**config.mk**
```make
export PLATFORM = sky130hd
export DESIGN_NAME = rv32_lsu
export DESIGN_NICKNAME = d
export VERILOG_FILES = /design/src/rtl/rv32_mem_pkg.sv /design/src/rtl/rv32_lsu_align.sv /design/src/rtl/rv32_lsu.sv
export SDC_FILE = /design/constraint.sdc
export NUM_CORES = 1
export LEC_CHECK = 0
export ABC_AREA = 1
export CAP_MARGIN = 25
export CORE_MARGIN = 2
export CORE_UTILIZATION = 40
export CTS_BUF_LIST = sky130_fd_sc_hd__clkbuf_2
export DETAILED_ROUTE_END_ITERATION = 8
export PLACE_DENSITY = 0.77
export SYNTH_ARGS = -nofsm -noshare
export SYNTH_HDL_FRONTEND = slang
export SYNTH_SLANG_ARGS = --single-unit
```
**constraint.sdc**
```tcl
create_clock -name clk -period 1.5 [get_ports clk]
set_input_delay 0.225 -clock clk [delete_from_list [all_inputs] [get_ports clk]]
set_output_delay 0.225 -clock clk [all_outputs]
set_load 0.005 [all_outputs]
```
**src/rtl/rv32_mem_pkg.sv**
```systemverilog
// Shared definitions for the RV32I load/store unit: funct3 encodings,
// FSM state type and byte-lane helper functions.
package rv32_mem_pkg;

  localparam logic [2:0] F3_B  = 3'b000;
  localparam logic [2:0] F3_H  = 3'b001;
  localparam logic [2:0] F3_W  = 3'b010;
  localparam logic [2:0] F3_BU = 3'b100;
  localparam logic [2:0] F3_HU = 3'b101;

  typedef enum logic [2:0] {
    IDLE      = 3'd0,
    STORE     = 3'd1,
    LOAD      = 3'd2,
    LOAD_WAIT = 3'd3,
    RESP      = 3'd4
  } lsu_state_t;

  // Byte-enable pattern for an access of the size encoded in funct3[1:0],
  // moved to the lane selected by the low address bits.
  function automatic logic [3:0] store_mask(input logic [2:0] f3, input logic [1:0] lo);
    logic [3:0] base;
    case (f3[1:0])
      2'b00:   base = 4'b0001;
      2'b01:   base = 4'b0011;
      default: base = 4'b1111;
    endcase
    return base << lo;
  endfunction

  // Bit shift that moves byte lane 0 to lane lo.
  function automatic logic [4:0] lane_shift(input logic [1:0] lo);
    return {lo, 3'b000};
  endfunction

endpackage

```
**src/rtl/rv32_lsu_align.sv**
```systemverilog
// Combinational lane steering: store data/mask placement onto the dmem
// word, and load byte/half/word extraction with sign or zero extension.
module rv32_lsu_align
  import rv32_mem_pkg::*;
(
  input  logic [2:0]  st_funct3,
  input  logic [1:0]  st_addr_lo,
  input  logic [31:0] st_data,
  output logic [3:0]  st_mask,
  output logic [31:0] st_data_sh,
  input  logic [2:0]  ld_funct3,
  input  logic [1:0]  ld_addr_lo,
  input  logic [31:0] ld_word,
  output logic [31:0] ld_data
);

  logic [31:0] ld_sh;

  // Store side: mask and data placed on the addressed lane.
  always_comb begin
    st_mask    = store_mask(st_funct3, st_addr_lo);
    st_data_sh = st_data << lane_shift(st_addr_lo);
  end

  // Load side: bring the addressed lane down to bit 0, then extend.
  always_comb begin
    ld_sh = ld_word >> lane_shift(ld_addr_lo);
    case (ld_funct3)
      F3_B:    ld_data = {{24{ld_sh[7]}}, ld_sh[7:0]};
      F3_H:    ld_data = {{16{ld_sh[15]}}, ld_sh[15:0]};
      F3_W:    ld_data = ld_sh;
      F3_BU:   ld_data = {24'h0, ld_sh[7:0]};
      F3_HU:   ld_data = {16'h0, ld_sh[15:0]};
      default: ld_data = 32'h0;
    endcase
  end

endmodule

```
**src/rtl/rv32_lsu.sv**
```systemverilog
// RV32I load/store unit, initiator side of the data-memory port.
// Handshake: a request transfers on a rising edge where req_valid && req_ready;
// a response transfers on a rising edge where rsp_valid && rsp_ready. Once
// valid is raised, the payload stays stable until that transfer edge.
// One request is in flight at a time; req_ready is high only in IDLE.
module rv32_lsu
  import rv32_mem_pkg::*;
#(
  parameter int unsigned DMEM_BYTES   = 16384,
  parameter int unsigned READ_LATENCY = 1
) (
  input  logic        clk,
  input  logic        rst_n,
  input  logic        req_valid,
  output logic        req_ready,
  input  logic        req_is_store,
  input  logic [2:0]  req_funct3,
  input  logic [31:0] req_addr,
  input  logic [31:0] req_wdata,
  output logic        rsp_valid,
  input  logic        rsp_ready,
  output logic [31:0] rsp_rdata,
  output logic        rsp_misalign,
  output logic        rsp_fault,
  output logic        mem_we,
  output logic [3:0]  mem_wmask,
  output logic [31:0] mem_addr,
  output logic [31:0] mem_wdata,
  input  logic [31:0] mem_rdata,
  output logic [2:0]  dbg_state
);

  lsu_state_t  state_q, state_d;
  logic        accept, mis_c, illegal_c, range_c, err_c;
  logic [2:0]  f3_q;
  logic [1:0]  lo_q;
  logic [3:0]  wmask_q;
  logic [3:0]  st_mask;
  logic [31:0] st_data_sh, ld_data;

  rv32_lsu_align u_align (
    .st_funct3  (req_funct3),
    .st_addr_lo (req_addr[1:0]),
    .st_data    (req_wdata),
    .st_mask    (st_mask),
    .st_data_sh (st_data_sh),
    .ld_funct3  (f3_q),
    .ld_addr_lo (lo_q),
    .ld_word    (mem_rdata),
    .ld_data    (ld_data)
  );

  // Request checks; misalignment outranks fault when both apply.
  always_comb begin
    accept    = req_valid && req_ready;
    mis_c     = (((req_funct3 == F3_H) || (!req_is_store && (req_funct3 == F3_HU))) && req_addr[0])
              || ((req_funct3 == F3_W) && (req_addr[1:0] != 2'b00));
    illegal_c = req_is_store ? (req_funct3[2] || (req_funct3[1:0] == 2'b11))
                             : ((req_funct3 == 3'b011) || (req_funct3 == 3'b110) || (req_funct3 == 3'b111));
    range_c   = req_addr >= 32'(DMEM_BYTES);
    err_c     = mis_c || illegal_c || range_c;
  end

  // State register.
  always_ff @(posedge clk or negedge rst_n) begin
    if (!rst_n) state_q <= IDLE;
    else        state_q <= state_d;
  end

  // Next-state logic.
  always_comb begin
    state_d = state_q;
    case (state_q)
      IDLE: begin
        if (accept) begin
          if (err_c)             state_d = RESP;
          else if (req_is_store) state_d = STORE;
          else                   state_d = LOAD;
        end
      end
      STORE:     state_d = RESP;
      LOAD:      state_d = (READ_LATENCY == 0) ? RESP : LOAD_WAIT;
      LOAD_WAIT: state_d = RESP;
      RESP:      if (rsp_ready) state_d = IDLE;
      default:   state_d = IDLE;
    endcase
  end

  // State-decoded outputs; write strobes exist only in STORE.
  always_comb begin
    req_ready = (state_q == IDLE);
    rsp_valid = (state_q == RESP);
    mem_we    = (state_q == STORE);
    mem_wmask = (state_q == STORE) ? wmask_q : 4'b0000;
    dbg_state = state_q;
  end

  // Request latch, dmem drive registers and response registers.
  always_ff @(posedge clk or negedge rst_n) begin
    if (!rst_n) begin
      f3_q         <= 3'b000;
      lo_q         <= 2'b00;
      wmask_q      <= 4'b0000;
      mem_addr     <= 32'h0;
      mem_wdata    <= 32'h0;
      rsp_rdata    <= 32'h0;
      rsp_misalign <= 1'b0;
      rsp_fault    <= 1'b0;
    end else begin
      if (accept) begin
        f3_q <= req_funct3;
        lo_q <= req_addr[1:0];
        if (err_c) begin
          rsp_misalign <= mis_c;
          rsp_fault    <= !mis_c;
          rsp_rdata    <= 32'h0;
        end else begin
          mem_addr  <= {req_addr[31:2], 2'b00};
          mem_wdata <= st_data_sh;
          wmask_q   <= st_mask;
        end
      end
      if (((state_q == LOAD) && (READ_LATENCY == 0)) || (state_q == LOAD_WAIT))
        rsp_rdata <= ld_data;
      if (state_q == STORE)
        rsp_rdata <= 32'h0;
      if ((state_q == RESP) && rsp_ready) begin
        rsp_rdata    <= 32'h0;
        rsp_misalign <= 1'b0;
        rsp_fault    <= 1'b0;
      end
    end
  end

endmodule

```
==> out/qor.yml <==
status: "finished with violations"
violations: "negative setup slack"
internal_power_mw: 5.112
fp.dieArea_um2: 14940
worstSkewPairLatency_ns: 0.65
rsz0062_at_grt: "true"
power_frac_seq: 0.369
final_nets: 1203
gr-usage-met3: 0.06599
tightest_slew_ns: 0.5935
ir_worst_vdd_v: 0.0005249
post_drt_wl_per_cell_um: 16.74
met2_usage: 0.4372
power_density_nw_per_um2: 881.7
num_vias: 6498
die_w_um: 122.2
syn_area_per_cell_um2: 7.319
setup_viol: 115
finalWorstSetupSlack_ns: -0.5452
drt.antenna.violating_nets: 0
clockBufferDepth: 2
grt_overflow_total: 0
synthCells: 764
criticalPathCategory: "reg2out"
p_clk_frac: 0.156
endpoint_kind: "output port"
cts_sinks: 108
antenna_found_initial: 0
grt.busiest_layer: "met2"
hold_start: "req_addr[13]"
post-route-drc-count: 0
fin_setup_tns_ns: -41.31
drt_wl_total_mm: 21.52
max_stage_delay_ns: 0.44
timing.final.crit_share: 1.363
slowest_stage: "dfrtp_1"
clock_skew_ns: 0.03363
slew_viol_final: 0
coreArea_um2: 13770
viasPerCell: 5.057
cts_tree: "built"
yosysUniqueCellTypes: 29
hpwl_mm: 12.41
clkTransAtPathRegs_ns: 0.33
ys_seq_elements: 108
power_switching_mw: 3.368
grt_start_max_net_pins: 107
port_buffers: 209
switching_share: 0.3972
drt_iter0_drc: 520
dr.pass1.iters: 5
drv_cap: 0
grtUsageMet1: 0.3735
htree_levels: 3
io_pins: 212
numCtsBuffers: 9
design_area_um2: 9618
yosys.area.top_type: "dfrtp_1"
dpl_cell_area_um2: 8223
finalCriticalPeriod_ns: 2.045
crit_path_start: "dbg_state[0]$_DFFE_PN0P_"
rows: 43
fill_cells: 1109
worst-path-buf-inv: 5
hold-path-cell-count: 3
critPathMaxFanout: 4
hold_viol_final: 0
start_util: 0.4060
synthesis.area_um2: 5592
layout_common_cells: "nand2_1 (255), dfrtp_1 (108), buf_4 (103)"
critPathRequiredTime_ns: 1.27
die_h_um: 122.2
mostFrequentLayoutCell: "nand2_1"
p_comb_frac: 0.475
hold_end: "mem_addr[13]$_DFFE_PN0P_"
grt_pass1_vias: 6352
cp-start-kind: "flop"
clockRootBuffer: "clkbuf_2"
yosysSeqAreaShare: 0.4833
ys_top_cells_by_area: "dfrtp_1 (48%), nand2_1 (20%), nand3_1 (6.9%), o21ai_0 (6.4%), inv_1 (4.5%)"
hold_class: "in2reg"
track_usage: 0.2838
pre_cts_slack_ns: -0.4479
syn_to_final_growth_pct: 72.01
drive_gt1_frac: 0.3678
r2r_cells: 14
slew_headroom: 0.6044
r2r-start: "dbg_state[0]$_DFFE_PN0P_"
power_leakage_nw: 5.144
utilization: 0.6983
routabilityCongestion: 0.8914
path_cells: "inv_2 -> nor2_4 -> inv_2 -> nor2_4 -> buf_6 -> inv_6 -> nor2_2 -> buf_2"
synth_warnings: 0
reg2reg_slack_ns: -0.51
synth_top_area_frac: 0.4833
grt_first_pass_wirelength_mm: 32.72
crit_arrival_ns: 1.82
crit-reg2reg-capture: "mem_addr[24]$_DFFE_PN0P_"
critical-path-top-delay-family: "buffers and inverters"
fmax_mhz: 488.9
cell type report:
type	count	area, um^2	area share
multi-input cells	538	2849	0.2962
well taps	180	225.2	0.02342
diodes	1	2.502	0.0002602
clock buffers	9	45.04	0.004683
clock inverters	7	60.06	0.006244
inverters	74	297.8	0.03096
repair buffers	368	3436	0.3572
flip-flops and latches	108	2703	0.2810
registers in the layout (all words and copies together) (netlist names):
| name | cells |
|---|---|
| mem_wdata | 32 |
| wmask_q | 4 |
| rsp_misalign | 1 |
| lo_q | 2 |
| dbg_state | 3 |
| mem_addr | 30 |
| f3_q | 3 |
| rsp_fault | 1 |
| rsp_rdata | 32 |
worst register-to-register path: stages (launching register included):
cell and delay [ns]:
dfrtp_1 0.46, buf_4 0.14, buf_6 0.11, nor2_4 0.09, nand2_2 0.07, inv_2 0.09, buf_6 0.13, nand2_8 0.06
buf_6 0.13, nor2_4 0.19, buf_6 0.15, buf_12 0.10, buf_12 0.09, buf_16 0.10, nor2_1 0.04
kinds of logic after synthesis:
logic type | after synthesis | share of synthesized area
AO/OA/AOI/OAI | 102 | 0.09890
buffers and inverters | 119 | 0.09890
flip-flops | 108 | 0.4833
other | 1 | 0.0006706
AND/OR/NAND/NOR | 434 | 0.3182
what timing repair did:
| item | 4_1_cts | 5_1_grt |
|---|---|---|
| resized for setup | 561 | 67 |
| pin swaps | 32 | 30 |
| gates cloned | 19 | 0 |
| setup buffers | 54 | 37 |
| hold endpoints to repair | 108 | 0 |
| hold buffers | 2 | 0 |
| setup endpoints to repair | 208 | 166 |
routing by layer:
metal  vias to the layer above  part of all wire
met3                        81             0.079
met4                         0             0.049
li1                       3075                 -
met2                       304              0.47
met5                         -                 0
met1                      3038              0.40
worst max-delay path by stage:
stage	slack, ns	to	depth (start not counted)
after floorplan	0.02	mem_addr[2]$_DFFE_PN0P_	10
after global placement	-0.39	mem_wdata[24]$_DFFE_PN0P_	10
after detailed placement	-0.45	wmask_q[0]$_DFFE_PN0P_	10
after CTS	-0.52	mem_wmask[2]	8
after global routing	-0.64	mem_wmask[3]	8
final	-0.55	mem_wmask[3]	8
Yosys cell counts, drive strengths merged:
cell      n
and2      1
inv      73
conb      1
nand4     2
buf      33
nor4      1
nand2   306
nor2     45
o211ai   10
clkbuf   12
o21ai    76
nand3    77
nor3      2
clkinv    1
dfrtp   108
a21oi    15
a22oi     1
per-stage QoR:
step | power, mW | std cells | hold WS [ns]
6_report | 8.480 | 1285 | 0.04686
5_1_grt | 8.970 | 1284 | 0.02141
4_1_cts | 8.252 | 1259 | 0.03463
3_5_place_dp | 6.142 | 1170 | 0.02307
3_3_place_gp | 6.119 | 1170 | 0.02312
2_1_floorplan | 4.808 | 765 | -0.07059
power by group through the flow:
stage	Combinational (mW)	Clock, mW	Sequential, mW
floorplan	1.67	0	3.14
global placement	2.97	0	3.15
detailed placement	2.99	0	3.15
CTS	3.80	1.34	3.11
global route	4.36	1.47	3.14
finish	4.03	1.32	3.13
Power figures use the tool's default switching activity.
